File: src/rtl/pam4_pkg.sv
// Shared 4-ASK definitions: symbol codes, Gray level map and 1s17 level format.
// The receive-side slicer imports this package so both ends agree on the mapping.
package pam4_pkg;

  localparam int LVL_W    = 18;
  localparam int LVL_FRAC = 17;
  localparam int PROD_W   = 20;

  typedef logic signed [LVL_W-1:0] level_t;

  localparam level_t AMP_DEFAULT = 18'sd21845;

  typedef enum logic [1:0] {
    SYM_N3 = 2'b00,
    SYM_N1 = 2'b01,
    SYM_P1 = 2'b11,
    SYM_P3 = 2'b10
  } sym_e;

  typedef enum logic {
    ST_IDLE = 1'b0,
    ST_RUN  = 1'b1
  } tx_state_e;

  typedef struct packed {
    logic [1:0] sym;
    level_t     level;
    logic       clr;
  } tx_sym_t;

  // Products are formed at PROD_W bits and truncated back to the 1s17 level width.
  function automatic level_t gray_map(input logic [1:0] sym, input level_t amp);
    logic signed [PROD_W-1:0] a1;
    logic signed [PROD_W-1:0] a3;
    logic signed [PROD_W-1:0] p;
    a1 = PROD_W'(amp);
    a3 = a1 + (a1 <<< 1);
    case (sym_e'(sym))
      SYM_N3:  p = -a3;
      SYM_N1:  p = -a1;
      SYM_P1:  p = a1;
      default: p = a3;
    endcase
    return level_t'(p[LVL_W-1:0]);
  endfunction

endpackage

File: src/rtl/pam4_tx_source_if.sv
// Handshake/data bundle between the symbol source and its consumers.
// master = symbol source, slave = enable generator / receive-side checker.
interface pam4_tx_source_if;
  import pam4_pkg::*;

  logic       sym_clk_en;
  logic       smp_clk_en;
  logic       enable;
  logic       running;
  logic [1:0] sym_out;
  level_t     tx_level;
  level_t     tx_sample;
  logic [1:0] sym_ref;
  logic       clear_accum;
  logic       align_err;

  modport master (
    input  sym_clk_en, smp_clk_en, enable,
    output running, sym_out, tx_level, tx_sample, sym_ref, clear_accum, align_err
  );

  modport slave (
    output sym_clk_en, smp_clk_en, enable,
    input  running, sym_out, tx_level, tx_sample, sym_ref, clear_accum, align_err
  );
endinterface

File: src/rtl/lfsr_gen.sv
// Fibonacci-style LFSR: shifts left, feedback is the XOR of the tapped bits.
// Load wins over step so a stop/restart always lands back on SEED.
module lfsr_gen #(
  parameter int                LFSR_W = 22,
  parameter logic [LFSR_W-1:0] TAPS   = LFSR_W'(22'h200001),
  parameter logic [LFSR_W-1:0] SEED   = LFSR_W'(22'h000001)
) (
  input  logic              i_clk,
  input  logic              i_rst_n,
  input  logic              i_step,
  input  logic              i_load,
  output logic [LFSR_W-1:0] o_lfsr
);

  logic [LFSR_W-1:0] r_lfsr;
  logic              w_fb;

  assign w_fb   = ^(r_lfsr & TAPS);
  assign o_lfsr = r_lfsr;

  always_ff @(posedge i_clk or negedge i_rst_n) begin
    if (!i_rst_n)    r_lfsr <= SEED;
    else if (i_load) r_lfsr <= SEED;
    else if (i_step) r_lfsr <= {r_lfsr[LFSR_W-2:0], w_fb};
  end

endmodule

File: src/rtl/pam4_tx_source.sv
// 4-ASK transmit symbol source: LFSR symbols, Gray-mapped levels, zero-stuffed
// sample stream, delay-matched reference symbol and symbol/sample alignment monitor.
module pam4_tx_source
  import pam4_pkg::*;
#(
  parameter int                LFSR_W    = 22,
  parameter logic [LFSR_W-1:0] TAPS      = LFSR_W'(22'h200001),
  parameter logic [LFSR_W-1:0] SEED      = LFSR_W'(22'h000001),
  parameter level_t            AMP       = AMP_DEFAULT,
  parameter int                UPSAMPLE  = 4,
  parameter int                REF_DELAY = 3
) (
  input  logic             i_clk,
  input  logic             i_reset,
  pam4_tx_source_if.master bus
);

  localparam int              PH_W    = (UPSAMPLE > 1) ? $clog2(UPSAMPLE) : 1;
  localparam logic [PH_W-1:0] PH_LAST = PH_W'(UPSAMPLE - 1);

  tx_state_e r_state;
  tx_state_e w_state_nxt;
  logic      w_sym_en;
  logic      w_smp_en;
  logic      w_step;
  logic      w_load;

  logic [LFSR_W-1:0] w_lfsr;
  logic [1:0]        w_cur_sym;
  level_t            w_cur_lvl;
  tx_sym_t           w_sym_nxt;
  tx_sym_t           r_sym;
  level_t            r_smp;

  logic [REF_DELAY-1:0][1:0] r_dl;
  logic [1:0]                r_ref;

  logic [PH_W-1:0] r_phase;
  logic            r_seen_sym;
  logic            r_align_err;

  assign w_sym_en  = bus.sym_clk_en;
  assign w_smp_en  = bus.smp_clk_en;
  assign w_cur_sym = w_lfsr[1:0];
  assign w_cur_lvl = gray_map(w_cur_sym, AMP);

  always_ff @(posedge i_clk or negedge i_reset) begin
    if (!i_reset) r_state <= ST_IDLE;
    else          r_state <= w_state_nxt;
  end

  // Only the value of enable on a symbol strobe matters; in between it is ignored.
  always_comb begin
    w_state_nxt = r_state;
    w_step      = 1'b0;
    w_load      = 1'b0;
    case (r_state)
      ST_IDLE: begin
        if (w_sym_en && bus.enable) begin
          w_state_nxt = ST_RUN;
          w_step      = 1'b1;
        end
      end
      ST_RUN: begin
        if (w_sym_en) begin
          if (bus.enable) begin
            w_step = 1'b1;
          end else begin
            w_state_nxt = ST_IDLE;
            w_load      = 1'b1;
          end
        end
      end
      default: w_state_nxt = ST_IDLE;
    endcase
  end

  lfsr_gen #(
    .LFSR_W (LFSR_W),
    .TAPS   (TAPS),
    .SEED   (SEED)
  ) u_lfsr (
    .i_clk   (i_clk),
    .i_rst_n (i_reset),
    .i_step  (w_step),
    .i_load  (w_load),
    .o_lfsr  (w_lfsr)
  );

  always_comb begin
    w_sym_nxt = '0;
    if (w_step) begin
      w_sym_nxt.sym   = w_cur_sym;
      w_sym_nxt.level = w_cur_lvl;
      w_sym_nxt.clr   = (w_lfsr == SEED);
    end
  end

  // Reference path: REF_DELAY-deep line plus an output stage, so sym_ref
  // trails sym_out by exactly REF_DELAY symbols.
  always_ff @(posedge i_clk or negedge i_reset) begin
    if (!i_reset) begin
      r_sym <= '0;
      r_dl  <= '0;
      r_ref <= '0;
    end else if (w_sym_en) begin
      r_sym   <= w_sym_nxt;
      r_dl[0] <= w_sym_nxt.sym;
      for (int i = 1; i < REF_DELAY; i++) r_dl[i] <= r_dl[i-1];
      r_ref   <= r_dl[REF_DELAY-1];
    end
  end

  always_ff @(posedge i_clk or negedge i_reset) begin
    if (!i_reset)      r_smp <= '0;
    else if (w_smp_en) r_smp <= w_step ? w_cur_lvl : '0;
  end

  // The very first strobe after reset defines the phase, so it cannot be late.
  always_ff @(posedge i_clk or negedge i_reset) begin
    if (!i_reset) begin
      r_phase     <= '0;
      r_seen_sym  <= 1'b0;
      r_align_err <= 1'b0;
    end else begin
      if (w_smp_en) r_phase <= (w_sym_en || r_phase == PH_LAST) ? '0 : r_phase + 1'b1;
      if (w_sym_en) begin
        r_seen_sym <= 1'b1;
        if (!w_smp_en || (r_seen_sym && r_phase != PH_LAST)) r_align_err <= 1'b1;
      end
    end
  end

  assign bus.running     = (r_state == ST_RUN);
  assign bus.sym_out     = r_sym.sym;
  assign bus.tx_level    = r_sym.level;
  assign bus.clear_accum = r_sym.clr;
  assign bus.tx_sample   = r_smp;
  assign bus.sym_ref     = r_ref;
  assign bus.align_err   = r_align_err;

endmodule

File: src/flat_wrapper.sv
// flat-port wrapper written by rule: the top's interface ports become plain ports
module pam4_tx_source_flat import pam4_pkg::*;
#(
  parameter int                LFSR_W    = 22,
  parameter logic [LFSR_W-1:0] TAPS      = LFSR_W'(22'h200001),
  parameter logic [LFSR_W-1:0] SEED      = LFSR_W'(22'h000001),
  parameter level_t            AMP       = AMP_DEFAULT,
  parameter int                UPSAMPLE  = 4,
  parameter int                REF_DELAY = 3
)
  (i_clk, i_reset, bus_sym_clk_en, bus_smp_clk_en, bus_enable, bus_running, bus_sym_out, bus_tx_level, bus_tx_sample, bus_sym_ref, bus_clear_accum, bus_align_err);
  pam4_tx_source_if bus_i ();
  input  logic i_clk;
  input  logic i_reset;
  input wire logic [$bits(bus_i.sym_clk_en)-1:0] bus_sym_clk_en;
  input wire logic [$bits(bus_i.smp_clk_en)-1:0] bus_smp_clk_en;
  input wire logic [$bits(bus_i.enable)-1:0] bus_enable;
  output wire logic [$bits(bus_i.running)-1:0] bus_running;
  output wire logic [$bits(bus_i.sym_out)-1:0] bus_sym_out;
  output wire logic [$bits(bus_i.tx_level)-1:0] bus_tx_level;
  output wire logic [$bits(bus_i.tx_sample)-1:0] bus_tx_sample;
  output wire logic [$bits(bus_i.sym_ref)-1:0] bus_sym_ref;
  output wire logic [$bits(bus_i.clear_accum)-1:0] bus_clear_accum;
  output wire logic [$bits(bus_i.align_err)-1:0] bus_align_err;
  assign bus_i.sym_clk_en = bus_sym_clk_en;
  assign bus_i.smp_clk_en = bus_smp_clk_en;
  assign bus_i.enable = bus_enable;
  assign bus_running = bus_i.running;
  assign bus_sym_out = bus_i.sym_out;
  assign bus_tx_level = bus_i.tx_level;
  assign bus_tx_sample = bus_i.tx_sample;
  assign bus_sym_ref = bus_i.sym_ref;
  assign bus_clear_accum = bus_i.clear_accum;
  assign bus_align_err = bus_i.align_err;
  pam4_tx_source #(.LFSR_W(LFSR_W), .TAPS(TAPS), .SEED(SEED), .AMP(AMP), .UPSAMPLE(UPSAMPLE), .REF_DELAY(REF_DELAY)) u_core (.i_clk(i_clk), .i_reset(i_reset), .bus(bus_i));
endmodule
File: config.mk
export PLATFORM = sky130hd
export DESIGN_NAME = pam4_tx_source_flat
export DESIGN_NICKNAME = d
export VERILOG_FILES = /design/src/rtl/pam4_pkg.sv /design/src/rtl/pam4_tx_source_if.sv /design/src/rtl/lfsr_gen.sv /design/src/rtl/pam4_tx_source.sv /design/src/flat_wrapper.sv
export SDC_FILE = /design/constraint.sdc
export NUM_CORES = 1
export LEC_CHECK = 0
export ABC_CLOCK_PERIOD_IN_PS = 1200
export CAP_MARGIN = 10
export CORE_MARGIN = 2
export CORE_UTILIZATION = 24
export DETAILED_ROUTE_END_ITERATION = 12
export GPL_TIMING_DRIVEN = 1
export PLACE_DENSITY = 0.56
export SYNTH_ARGS = -nofsm -noshare
export SYNTH_HDL_FRONTEND = slang
export SYNTH_SLANG_ARGS = --single-unit
File: constraint.sdc
create_clock -name i_clk -period 1.2 [get_ports i_clk]
set_input_delay 0.12 -clock i_clk [delete_from_list [all_inputs] [get_ports i_clk]]
set_output_delay 0.12 -clock i_clk [all_outputs]
set_load 0.02 [all_outputs]
# Yosys cells after proc, flatten, opt, wreduce, memory -nomap -nowiden
# Index checks and enable logic that the tools add are counted.
word_totals:
  register_bits: 72
  inputBits: 5
  out_inout_bits: 43
  elab_cells: 43
op_classes:
  addsub: 1
  n_eq_ne: 5
  n_mux: 15
  bitwise: 1
  n_reduce_logical: 9
ops:
  columns: ["operator", "count"]
  rows:
  - ["one-hot mux 18 bit (3 select lines)", 1]
  - ["two-way mux 22 bit", 2]
  - ["equality test 22 x 1 -> 1 bit, second input constant", 1]
  - ["XOR reduction 22 bit", 1]
  - ["two-way mux 21 bit", 1]
  - ["two-way mux 18 bit", 1]
  - ["two-way mux 1 bit", 7]
  - ["equality test 2 bit, second input constant", 2]
  - ["one-hot mux 1 bit (2 select lines)", 2]
  - ["adder 2 x 1 -> 2 bit, second input constant", 1]
  - ["equality test 2 x 1 -> 1 bit, second input constant", 1]
  - ["logical AND 1 bit", 2]
  - ["zero test 2 bit", 1]
  - ["logical OR 1 bit", 2]
  - ["two-way mux 2 bit", 1]
  - ["inequality test 2 bit, second input constant", 1]
  - ["AND reduction 2 bit", 1]
  - ["nonzero test 2 bit", 1]
  - ["zero test 1 bit", 1]
  - ["inverter 1 bit", 1]

# Longest topological paths before layout
depth:
  depth_word: 5
  mapped_depth: 5
  depth_no_buf: 5

# Modules after synthesis
# Synthesis repeated with hierarchy kept, for this count alone.
unflattened:
  cells_unflattened: 186
  hier_area_um2: 2117.0
modules_own_cells:
  columns: ["mod", "n_inst", "cells_each", "area_per_inst_um2"]
  rows:
  - ["pam4_tx_source", 1, 114, 1197.4]
  - ["lfsr_gen", 1, 72, 919.6]

# Worst setup path before layout
# Ideal clock, no wire load.
synth_path:
  path_type: "register -> register"
  startpoint: "register u_core.u_lfsr.r_lfsr[0] (netlist: u_core.u_lfsr.o_lfsr[0])"
  endpoint: "register u_core.r_smp[14] (netlist: u_core.bus.tx_sample[14])"
  setup_ps: 135
  arrival_ps: 1033
  setup_slack_ps: 32
  path_stages_with_launch: 5
  n_path_buf: 0
  cell_sequence: "dfstp_2 inv_1 ha_1 o21ai_1 mux2i_1"
synth_via:
  elab_chain_cells: 3
  word_cells_on_any_way: 5
  classes_between: "2 x eq/ne; 2 x mux; 1 x reduce/logical"
synth_rtl:
  columns: ["element", "line", "source"]
  rows:
  - ["start: declaration", "lfsr_gen.sv:15", "logic [LFSR_W-1:0] r_lfsr;"]
  - ["start signal: assignment", "lfsr_gen.sv:24", "else if (i_step) r_lfsr <= {r_lfsr[LFSR_W-2:0], w_fb};"]
  - ["equality test 2 bit (tied with other cells)", "pam4_pkg.sv:38", "case (sym_e'(sym))"]
  - ["one-hot mux 18 bit (3 select lines) *", "pam4_pkg.sv:38", null]
  - ["two-way mux 18 bit *", "pam4_tx_source.sv:116", "else if (w_smp_en) r_smp <= w_step ? w_cur_lvl : '0;"]
  - ["end signal: assignment", "pam4_tx_source.sv:116", null]
  - ["end: declaration", "pam4_tx_source.sv:33", "level_t r_smp;"]
# Mark *: on every way between the ends. The rest lies on a longest branch, timed or not.
# A chain may end at the register's enable or synchronous reset.

# Worst setup path after layout
layout_path:
  startpoint: "register u_core.u_lfsr.r_lfsr[0] (netlist: u_core.u_lfsr.o_lfsr[0])"
  endpoint: "register u_core.r_smp[16] (netlist: u_core.bus.tx_sample[16])"
# Same word-level chain as after synthesis.

==> results.md <==
* CP peak stage delay at 590 ps
* Synth Register Bits at 44
* Cell count after synthesis at 174
* Post-Place Cells at 302
* CTS Buffer Depth at 2
* Crit path kind: reg -> reg
* FF/Latch Area at between 0.001 and 0.0015 mm^2
* Status: finished, violations left
* Crit. End Element: register
* Yosys warns at 0
* Vias per cell at 4.18
* Dpl hpwl at 2550 um
* Drt total wl at 3690 um
* NumNets Final at 218
* Worst-margin pin slew at just over 300 ps
* Commonest non-fill, non-tap cell in the layout: dfrtp_1
* P&R area growth vs syn at 34.4%
* Worst path slowest cell: dfstp_2
* PnR worst setup slack at -67.4 ps
* Max VDD drop at about 0.56 mV
* Die Y at between 90 and 100 um
* Synth cell types at 25
* Fmax at 0.789 GHz
* Final Hold Fails at 0
* Diodes inserted at 0
* Multi-input logic area at 628 um^2
* Net Sw Frac at 31.5%
* Share of layout cells above drive strength 1 at between 30% and 40%
* Placer Congestion at 0.701
* Root Driver: clkbuf_8
* Met2 usage at 13.1%
* Pin count of the biggest net entering global routing at 25
* Vias at 1,314
* Met1 Use GR at 11.9%
* Tmin final at roughly 1300 ps
* All-Layer GR Usage at 8.88%
* Clk_lat worst skew at 300 ps
* Inserted Clock Buffers at 5
* Slew Limit Headroom at roughly four fifths
* Crit path buf inv count at 2
* CTS tree: yes
* Crit-path cells: buf_6, inv_6, ha_4, o21bai_4, o22ai_2
* First-pass GRT wire length at just over 6000 um
* Vias in the first global route at between 1,000 and 1,500
* Met3 Track Usage GR at 2.71%
* Clock power share at 27.7%
* Initial antenna violation count at 0
* Die X at between 90 and 100 um
* Pwr dens at 1610 mW/mm^2
* Failing checks: negative setup slack
* GRT Max-Usage Layer: met2
* Residual DRC at 0
* Io pins at 48
* Slew Limit Fails at 0
* Fillers at 840
* Synth top area cells: dfrtp_1 54%, buf_4 12%, a22o_1 8.4%, mux2_1 3.4%, inv_1 3.2%
* Seq/Total Area, Yosys at 55.6%
* Leakage at 1.24 nW
* Worst min-delay path category: in -> async
* Antenna violation net count after detailed routing at 0
* Initial core utilization at 24.5%
* Port bufs at 47
* Routed WL per cell at 11.7 um
* Reg power frac at 41.5%
* Fin cells at 314
* Grt ovf at 0
* Final Hold Slack at between 300 and 400 ps
* Initial DRC Count at 40
* Top cell type's share of synthesized area at 54.3%
* Yosys top cell by area: dfrtp_1
* H-tree levels at 2
* Synthesized area at 0.00198 mm^2
* Net Count, Synth at 184
* Die area at ~0.009 mm^2
* Most frequent cells in the layout: 39 x dfrtp_1, 23 x clkdlybuf4s15_2, 19 x a22o_1
* Core ar. at 0.00809 mm^2
* Post-Syn Area per Cell at 11.4 um^2
* Switch Pwr at 1.36 mW
* Int Pwr at 2.94 mW
* Cell Rows at 33
* Setup-failing EPs final at 6
* Maxcap violations at 0
* Cell family with most CP delay: flip-flops
* DRT Pass-1 Iters at 4
* CP arrival at about 1500 ps
* Maximum fanout along the worst path at 4
* Sink Count at 44
* Unrepaired setup endpoints after global routing: yes
* Share of the core filled with cells at between 30% and 40%
* Startpoint Class: register
* Tcrit/Tclk final at 106%
* Worst Clk Skew at 7.98 ps
* Worst slack at placement at -148 ps
* CP required at 1420 ps
* Gate power share at 30.8%
* Clock-pin slew on the worst setup and hold paths at 80 ps
## cells in the mapped netlist
library cell / number
ha_1: 5
nand3_1: 5
mux2_1: 6
nand4_1: 1
buf_4: 32
o21ai_1: 12
dfstp_2: 1
a22o_1: 19
clkbuf_1: 1
or2_1: 1
a22oi_1: 1
nor4_1: 4
o21bai_1: 1
nor3b_1: 1
nor2_1: 2
o21ai_0: 2
and2_1: 1
nand2_1: 9
a21o_1: 1
dfrtp_1: 43
buf_6: 2
inv_1: 17
mux2i_1: 1
buf_2: 3
o22ai_1: 3
## worst paths after layout
path,startpoint,endpoint,slack (ps),depth (start not counted)
hold / removal,i_reset,u_core.bus.sym_ref[0],320,3
setup / recovery,u_core.u_lfsr.o_lfsr[0],u_core.bus.tx_sample[16],-70,5
setup reg to reg,u_core.u_lfsr.o_lfsr[0],u_core.bus.tx_sample[16],-70,5
min in group i_clk,u_core.r_seen_sym,u_core.r_seen_sym,470,1
hold reg to reg,u_core.r_seen_sym,u_core.r_seen_sym,470,1
max in group asynchronous,i_reset,u_core.u_lfsr.o_lfsr[0],580,3
## layout make-up
type	instances	share of cell area (%)
clock buffers	6	3.10
clock inverters	2	1.45
inverters	17	2.58
multi-input cells	75	23.6
flip-flops and latches	44	41.5
well taps	105	4.93
repair buffers	65	22.9
## worst register-to-register path: cells and delay by family, from the launching register on
| kind | cells | cell delay, ps |
|---|---|---|
| compound gates | 2 | 280 |
| fa+ha+maj | 1 | 160 |
| buf+inv | 2 | 160 |
| flops | 1 | 590 |
## cells by family after synthesis
| family | count (synthesis) | share of synthesized area [%] |
|---|---|---|
| flip-flops | 44 | 55.6 |
| multiplexers | 7 | 3.91 |
| buffers and inverters | 55 | 17.4 |
| adder cells (fa/ha/maj) | 5 | 3.15 |
| AO/OA/AOI/OAI | 39 | 14.0 |
| AND/OR/NAND/NOR | 24 | 5.93 |
## power by group through the flow
stage	clock (mW)	combinational, mW	sequential [mW]
2_1_floorplan	0	0.752	1.87
3_3_place_gp	0	1.26	1.80
3_5_place_dp	0	1.26	1.81
4_1_cts	1.22	1.25	1.79
5_1_grt	1.28	1.44	1.82
6_report	1.19	1.32	1.79
## state kept, by name (all words and copies together), names as in the netlist, named ones only
| register | cells |
|---|---|
| u_core.u_lfsr.o_lfsr | 22 |
| u_core.bus.tx_level | 4 |
| u_core.bus.clear_accum | 1 |
| u_core.bus.tx_sample | 4 |
| u_core.r_phase | 2 |
| u_core.r_seen_sym | 1 |
| u_core.bus.sym_out | 2 |
| u_core.bus.sym_ref | 2 |
| u_core.r_dl | 4 |
| u_core.bus.align_err | 1 |
## routing by layer
metal  share of wire (%)  up-vias
met5                   0        -
met4                 1.6        0
met3                 5.3        5
met2                  45       35
met1                  48      647
li1                    -      627
## metrics by stage
stage                     cell area [um^2]  power (mW)  setup TNS (ps)
after floorplan                       1980        2.62               0
after global placement                2430        3.06           -3710
after detailed placement              2430        3.07           -4810
after CTS                             2630        4.25           -52.7
after global routing                  2670        4.54            -577
final                                 2670        4.30            -212
## repair_timing
action                                 in CTS  in global routing
pin swaps                                   1                  5
resized for setup                         107                 20
setup endpoints to repair                  50                 20
endpoints found under the hold margin      43                  0
setup buffers                               1                  2
hold buffers                                1                  0
(Power assumes the default switching activity.)
